<file path="src/rtl/sequential_divider.sv">
// sequential_divider
//   Constant-time unsigned restoring divider. One quotient bit is resolved per
//   clock; every division takes exactly WIDTH iteration cycles, including
//   divide-by-zero, which yields quotient = all ones and remainder = dividend.
//
//   Optional feature macro: DIVIDER_DIV0_FLAG_EN adds the divByZero output.
//
// Ports
//   clk          rising-edge clock
//   rst          synchronous active-high reset, overrides start
//   start        division request, accepted only in IDLE
//   dividend     unsigned dividend, captured on accept
//   divisor      unsigned divisor, captured on accept
//   quotient     registered quotient, held from one DONE to the next
//   remainder    registered remainder, held from one DONE to the next
//   quotientDone one-cycle pulse while results are fresh (DONE state)
//   divByZero    (DIVIDER_DIV0_FLAG_EN only) captured divisor was zero
module sequential_divider #(
   parameter int unsigned WIDTH = 128
) (
   input  logic             clk,
   input  logic             rst,
   input  logic             start,
   input  logic [WIDTH-1:0] dividend,
   input  logic [WIDTH-1:0] divisor,
   output logic [WIDTH-1:0] quotient,
   output logic [WIDTH-1:0] remainder,
   output logic             quotientDone
`ifdef DIVIDER_DIV0_FLAG_EN
   ,
   output logic             divByZero
`endif
);

   localparam int unsigned     CNT_W    = (WIDTH > 1) ? $clog2(WIDTH) : 1;
   localparam logic [CNT_W-1:0] CNT_LAST = CNT_W'(WIDTH - 1);

   typedef enum logic [1:0] {
      IDLE,
      RUN,
      DONE
   } state_t;

   state_t           state_q, state_d;
   logic [WIDTH-1:0] d_q, d_d;
   logic [WIDTH-1:0] q_q, q_d;
   // Partial remainder is stored WIDTH bits wide: after every restoring step it
   // is below the divisor (or equals the shifted-in dividend bits when the
   // divisor is zero), so its extra top bit is always zero. The WIDTH+1 bit
   // width is kept where it matters, in the shifted value and the trial.
   logic [WIDTH-1:0] r_q, r_d;
   logic [CNT_W-1:0] cnt_q, cnt_d;
   logic [WIDTH-1:0] quotient_q, quotient_d;
   logic [WIDTH-1:0] remainder_q, remainder_d;

   logic [WIDTH:0]   r_shift;
   logic [WIDTH:0]   trial;
   logic             trial_ok;
   logic [WIDTH-1:0] q_shift;
   logic [WIDTH-1:0] r_next;

`ifdef DIVIDER_DIV0_FLAG_EN
   logic             div0_q, div0_d;
`endif

   // One restoring step, evaluated every cycle regardless of state.
   always_comb begin
      r_shift  = {r_q, q_q[WIDTH-1]};
      trial    = r_shift - {1'b0, d_q};
      trial_ok = ~trial[WIDTH];
      q_shift  = (q_q << 1) | WIDTH'(trial_ok);
      r_next   = trial_ok ? trial[WIDTH-1:0] : r_shift[WIDTH-1:0];
   end

   always_comb begin
      state_d     = state_q;
      d_d         = d_q;
      q_d         = q_q;
      r_d         = r_q;
      cnt_d       = cnt_q;
      quotient_d  = quotient_q;
      remainder_d = remainder_q;
`ifdef DIVIDER_DIV0_FLAG_EN
      div0_d      = div0_q;
`endif
      case (state_q)
         IDLE: begin
            if (start) begin
               d_d     = divisor;
               q_d     = dividend;
               r_d     = '0;
               cnt_d   = '0;
               state_d = RUN;
            end
         end
         RUN: begin
            q_d   = q_shift;
            r_d   = r_next;
            cnt_d = cnt_q + 1'b1;
            if (cnt_q == CNT_LAST) begin
               state_d     = DONE;
               quotient_d  = q_shift;
               remainder_d = r_next;
`ifdef DIVIDER_DIV0_FLAG_EN
               div0_d      = (d_q == '0);
`endif
            end
         end
         DONE: begin
            // start is ignored here; the next request is taken in IDLE
            state_d = IDLE;
         end
         default: begin
            state_d = IDLE;
         end
      endcase
   end

   always_ff @(posedge clk) begin
      if (rst) begin
         state_q     <= IDLE;
         d_q         <= '0;
         q_q         <= '0;
         r_q         <= '0;
         cnt_q       <= '0;
         quotient_q  <= '0;
         remainder_q <= '0;
`ifdef DIVIDER_DIV0_FLAG_EN
         div0_q      <= 1'b0;
`endif
      end else begin
         state_q     <= state_d;
         d_q         <= d_d;
         q_q         <= q_d;
         r_q         <= r_d;
         cnt_q       <= cnt_d;
         quotient_q  <= quotient_d;
         remainder_q <= remainder_d;
`ifdef DIVIDER_DIV0_FLAG_EN
         div0_q      <= div0_d;
`endif
      end
   end

   assign quotient     = quotient_q;
   assign remainder    = remainder_q;
   assign quotientDone = (state_q == DONE);
`ifdef DIVIDER_DIV0_FLAG_EN
   assign divByZero    = div0_q;
`endif

endmodule

</file>
<file path="config.mk">
export PLATFORM = sky130hd
export DESIGN_NAME = sequential_divider
export DESIGN_NICKNAME = d
export VERILOG_FILES = /design/src/rtl/sequential_divider.sv
export SDC_FILE = /design/constraint.sdc
export NUM_CORES = 2
export LEC_CHECK = 0
export CAP_MARGIN = 20
export CORE_ASPECT_RATIO = 1.5
export CORE_MARGIN = 1
export CORE_UTILIZATION = 49
export DETAILED_ROUTE_END_ITERATION = 8
export HOLD_SLACK_MARGIN = 0.03
export PLACE_DENSITY = 0.85
export SYNTH_ARGS = -nofsm -noshare
export SYNTH_HDL_FRONTEND = slang
export SYNTH_SLANG_ARGS = --single-unit
</file>
<file path="constraint.sdc">
create_clock -name clk -period 3.55 [get_ports clk]
set_input_delay 0.71 -clock clk [delete_from_list [all_inputs] [get_ports clk]]
set_output_delay 0.71 -clock clk [all_outputs]
set_load 0.01 [all_outputs]
</file>
[Word level (Yosys, flattened, before mapping)]
Cells that the tools add are included.
Word-level totals
  register bits: 649
  bits of input ports: 259
  output and inout port bits: 257
Operators by class
  bitwise operators: 2
  eq/ne operators: 5
  reductions and logical operators: 6
  mux-type cells: 10
  $add $sub $neg: 2
Operators by type and width (count)
  128-bit one-hot mux with 2 select lines: 2
  128-bit 2-to-1 mux: 3
  129-bit by 128-bit subtractor with 129-bit output: 1
  128-bit by 1-bit OR with 128-bit output: 1
  7-bit one-hot mux with 2 select lines: 1
  2-bit AND reduction: 4
  7-bit by 1-bit adder with 7-bit output, second input constant: 1
  7-bit == test, second input constant: 1
  7-bit 2-to-1 mux: 1
  2-bit 2-to-1 mux: 2
  2-bit inequality test, second input constant: 2
  2-bit one-hot mux with 2 select lines: 1
  2-bit by 1-bit == test with 1-bit output, second input constant: 1
  2-bit == test, second input constant: 1
  2-bit logical NOT: 1
  2-bit nonzero test: 1
  1-bit NOT: 1

[Depth between registers and ports, before layout]
  depth in word-level cells: 4
  gate-level depth with buffers: 18
  depth with buffers taken out: 15

[Worst setup path before layout]
OpenSTA, ideal clock, no wires.
  path type: register to register
  start: register q_q[127]
  end: register remainder_q[108] (netlist: remainder[108])
  path buffers: 3
  data arrival time: 3270 ps
  period minus slack after synthesis: 3396 ps
  cell stages (with the launch flop): 18
  slack: 154 ps
  cell sequence: dfxtp_1 -> inv_1 -> ha_1 -> fa_1 -> nand2b_1 -> a21oi_1 -> o211ai_1 -> a21oi_2 -> o21ai_1 -> a21o_1 -> o41ai_2 -> nor3_1 -> or2_1 -> buf_6 -> buf_6 -> buf_2 -> a41oi_1 -> o31ai_1
Between the ends
  cells in the longest elaborated chain, start to end: 2
Ends and longest elaborated chain
  from (decl): RTL line 46  | logic [WIDTH-1:0] q_q, q_d;
  from (signal assigned): RTL line 134  | q_q <= q_d;
  129-bit by 128-bit subtractor with 129-bit output: RTL line 69  | trial = r_shift - {1'b0, d_q};
  128-bit 2-to-1 mux: RTL line 72  | r_next = trial_ok ? trial[WIDTH-1:0] : r_shift[WIDTH-1:0];
  to (signal assigned): RTL line 138  | remainder_q <= remainder_d;
  to (decl): RTL line 54  | logic [WIDTH-1:0] remainder_q, remainder_d;
No other way between the ends.
A chain may end at the register's enable or synchronous reset.

[Worst setup path in the final report]
  start: register r_q[77]
  end: register r_q[21]
Between the ends
  cells in the longest elaborated chain, start to end: 3
Ends and longest elaborated chain
  from (decl): RTL line 51  | logic [WIDTH-1:0] r_q, r_d;
  from (signal assigned): RTL line 135  | r_q <= r_d;
  129-bit by 128-bit subtractor with 129-bit output: RTL line 69
  128-bit 2-to-1 mux: RTL line 72
  128-bit one-hot mux with 2 select lines: RTL line 86  | case (state_q)
No other way between the ends.

==> results.md <==
- Sequential share of power: 0.409
- Skew-Pair Late Insertion Delay: about 0.69 ns
- Max Slew Vio Count: 0
- TritonCTS clock tree: built
- FMAX: 264.0 MHz
- Pwr Density: 393.2 nW/µm²
- Combinational power share: 0.210
- # fillers: ~4800
- Min-Delay Path Depth: 2
- Setup WS post-layout: -0.2374 ns
- R2r setup slk: -0.24 ns
- Global-route wire length before repair: 188600 µm
- WP data arrival: 4.29 ns
- Commonest non-fill, non-tap cell in the layout: nand2_1
- Clk pwr share: 0.381
- Setup Crit Path Kind: flip-flop to flip-flop
- Hold Vio Cnt, Final: 0
- Leak: 0.01906 µW
- Worst Skew: 0.03013 ns
- DRT Pass-1 Iters: 8
- Sum Neg Setup Slack: -9.072 ns
- Post-layout util: 0.7207
- All-Layer GR Usage: 0.3503
- Sink Count: 649
- Hold Startpoint: rst
- CP startpoint kind: flip-flop
- Total power: 18880 µW
- Worst-Margin Slew: 1.177 ns
- Rel. slew slack: 0.2142
- Hold Path Class: input port to flip-flop
- Via count: about 37000
- Syn Nets: 4915
- Synth Register Bits: 649
- Failing checks: setup timing
- Iteration-0 DRC Markers: around 2700
- Buffers on Ports: 515
- Routed WL: 130800 µm
- Die width: roughly 210 µm
- R2R Path Start: r_q[77]
- Setup-failing EPs final: between 100 and 150
- Core area: 66620 µm²
- Final Wtd Congestion: roughly 1
- Post-synth EDFFs: 0
- Max VDD drop: 0.4270 mV
- Sw frac: 0.2962
- Die Footprint: 68410 µm²
- CP max FO: 6
- Total CTS buffers: 61
- Internal Power: 13290 µW
- Switching Power: about 5600 µW
- Initial antenna violation count: 10
- CTS max path bufs: 3
- Gr ovfl total: 0
- Die Span Y: 319.8 µm
- Synth Area per Inst: 7.291 µm²
- Routed Antenna Nets: 0
- Yosys cell types: between 80 and 90
- Area grow syn2layout: 45.50%
- Async set-reset flop share out of synthesis: 0
- DR DRC count: 0
- Max-cap viol count: 0
- Detailed placement HPWL: roughly 90000 µm
- Status: finished with violations
- Via density: 5.889
- Post-Syn Instances: approximately 4500
- Core Rows: around 120
- RR Endpoint: r_q[21]
- FF-to-FF path depth: 18
- Clock transition at path regs: 0.07 ns
- Nets: 5717
- DR WL/cell: 20.88 µm
- Ports: 516
- Top cells by area, synth: dfxtp_1, a21oi_1, nand2_1, o21ai_0, nor2_1
- Crit end category: flip-flop
- Proportion of netlist area held by the largest area contributor: 0.3937
- Critical Path RT: 4.06 ns
- Share of layout cells above drive strength 1: 0.2115
- Storage cell area: ~13000 µm²
- Final period util: 1.067
- Initial Util: 0.4953
- Minimum clock period: 3.787 ns
- Largest net degree at the start of global routing: 172
- Synth warnings: 0
- WHS Endpoint: quotient[51]
- Post-synthesis cell area: 33000 µm²
- Vias in the first global route: 35539
- Prevailing post-synth register cell: dfxtp_1
- Clock Tree Root: clkbuf_16
- H-tree depth: 2
- CTS Hold Bufs: 0
- Sequential fraction of the synthesis area: 0.3937
- Hold WS: between 0.3 and 0.4 ns
- Multi-input gate area: about 21000 µm²
- RSZ-0062 raised after global routing: yes
- Most frequent cells in the layout: nand2_1, dfxtp_1, clkdlybuf4s50_1, a21oi_1, buf_4
- Cell taking the most area after synthesis: dfxtp_1
-- sequential cells by signal, summed over array words and instances, names as in the netlist --
name,count
d_q,128
quotient,128
q_q,128
state_q,2
remainder,128
r_q,128
cnt_q,7
-- stage by stage --
step,setup slack [ns],instances,area [µm²]
finish,-0.2374,6263,48010
global route,-0.3422,6262,48010
CTS,-0.05726,6215,45140
detailed placement,-0.4445,6074,41800
global placement,-0.3438,6074,41800
floorplan,0.1540,4526,33000
-- how the worst max path moves through the flow --
stage / start / end / slack [ns] / depth (start not counted)
floorplan: q_q[127] / remainder[108] / 0.15 / 17
global placement: q_q[127] / r_q[120] / -0.34 / 17
detailed placement: q_q[127] / r_q[120] / -0.44 / 17
CTS: q_q[127] / remainder[77] / -0.06 / 18
global route: q_q[127] / r_q[21] / -0.34 / 17
finish: r_q[77] / r_q[21] / -0.24 / 18
-- power by group through the flow --
| stage | registers, µW | logic, µW | clock network, µW |
|---|---|---|---|
| after floorplan | 7820 | 1850 | 0 |
| after global placement | 7860 | 3220 | 0 |
| after detailed placement | 7870 | 3250 | 0 |
| after CTS | 7720 | 3460 | 7200 |
| after global routing | 7750 | 4230 | 7510 |
| final | 7730 | 3970 | 7180 |
-- layout make-up --
cell class | instances | area share
tap | 885 | 0.02306
clock inverter | 22 | 0.007870
timing repair buffer | 1055 | 0.2091
clock buffer | 89 | 0.03732
inverter | 170 | 0.01345
antenna | 2 | 0.0001042
multi-input combinational | 3391 | 0.4378
sequential | 649 | 0.2713
-- metal layers --
layer	up-vias	routed length [µm]	track usage
met3	579	10630	0.08602
li1	17131	-	-
met2	1730	63600	0.6174
met4	18	10420	0.2249
met5	-	117	0
met1	17427	46020	0.3663
-- repair_timing --
action / CTS / global route
buffers inserted: 26 / 41
pin swaps: 41 / 147
gates cloned: 6 / 13
resized for setup: 179 / 586
setup endpoints to repair: 257 / 258
-- cells by family after synthesis --
logic type	after synthesis	synth area share
simple gates	1659	0.2102
compound gates	1450	0.2473
flops	649	0.3937
buf+inv	487	0.05790
fa+ha+maj	130	0.04952
xor+xnor	118	0.03132
mux	33	0.01005
-- cell usage after synthesis, types with 33 or more instances --
| master | n |
|---|---|
| clkbuf_1 | 261 |
| o21bai_1 | 39 |
| nor3_1 | 156 |
| a21o_1 | 55 |
| o21ai_0 | 478 |
| nor2_1 | 487 |
| xor2_1 | 51 |
| nand3_1 | 33 |
| buf_2 | 47 |
| ha_1 | 129 |
| a21oi_1 | 666 |
| dfxtp_1 | 649 |
| inv_1 | 170 |
| nand4_1 | 77 |
| nand2_1 | 811 |
| xnor2_1 | 67 |
-- worst max-delay path, cell delays in order, from the launching register on --
cell,delay [ns]
dfxtp_1,0.41
ha_4,0.25
buf_4,0.14
nand2_1,0.11
nor2_1,0.07
a21oi_1,0.12
buf_4,0.14
a311oi_2,0.09
buf_4,0.17
o31ai_4,0.35
o31a_1,0.24
o41ai_4,0.10
o21a_1,0.21
or2_4,0.33
buf_6,0.15
clkbuf_16,0.18
clkbuf_16,0.19
a21oi_4,0.20
o21ai_1,0.18
(Power assumes the default switching activity.)
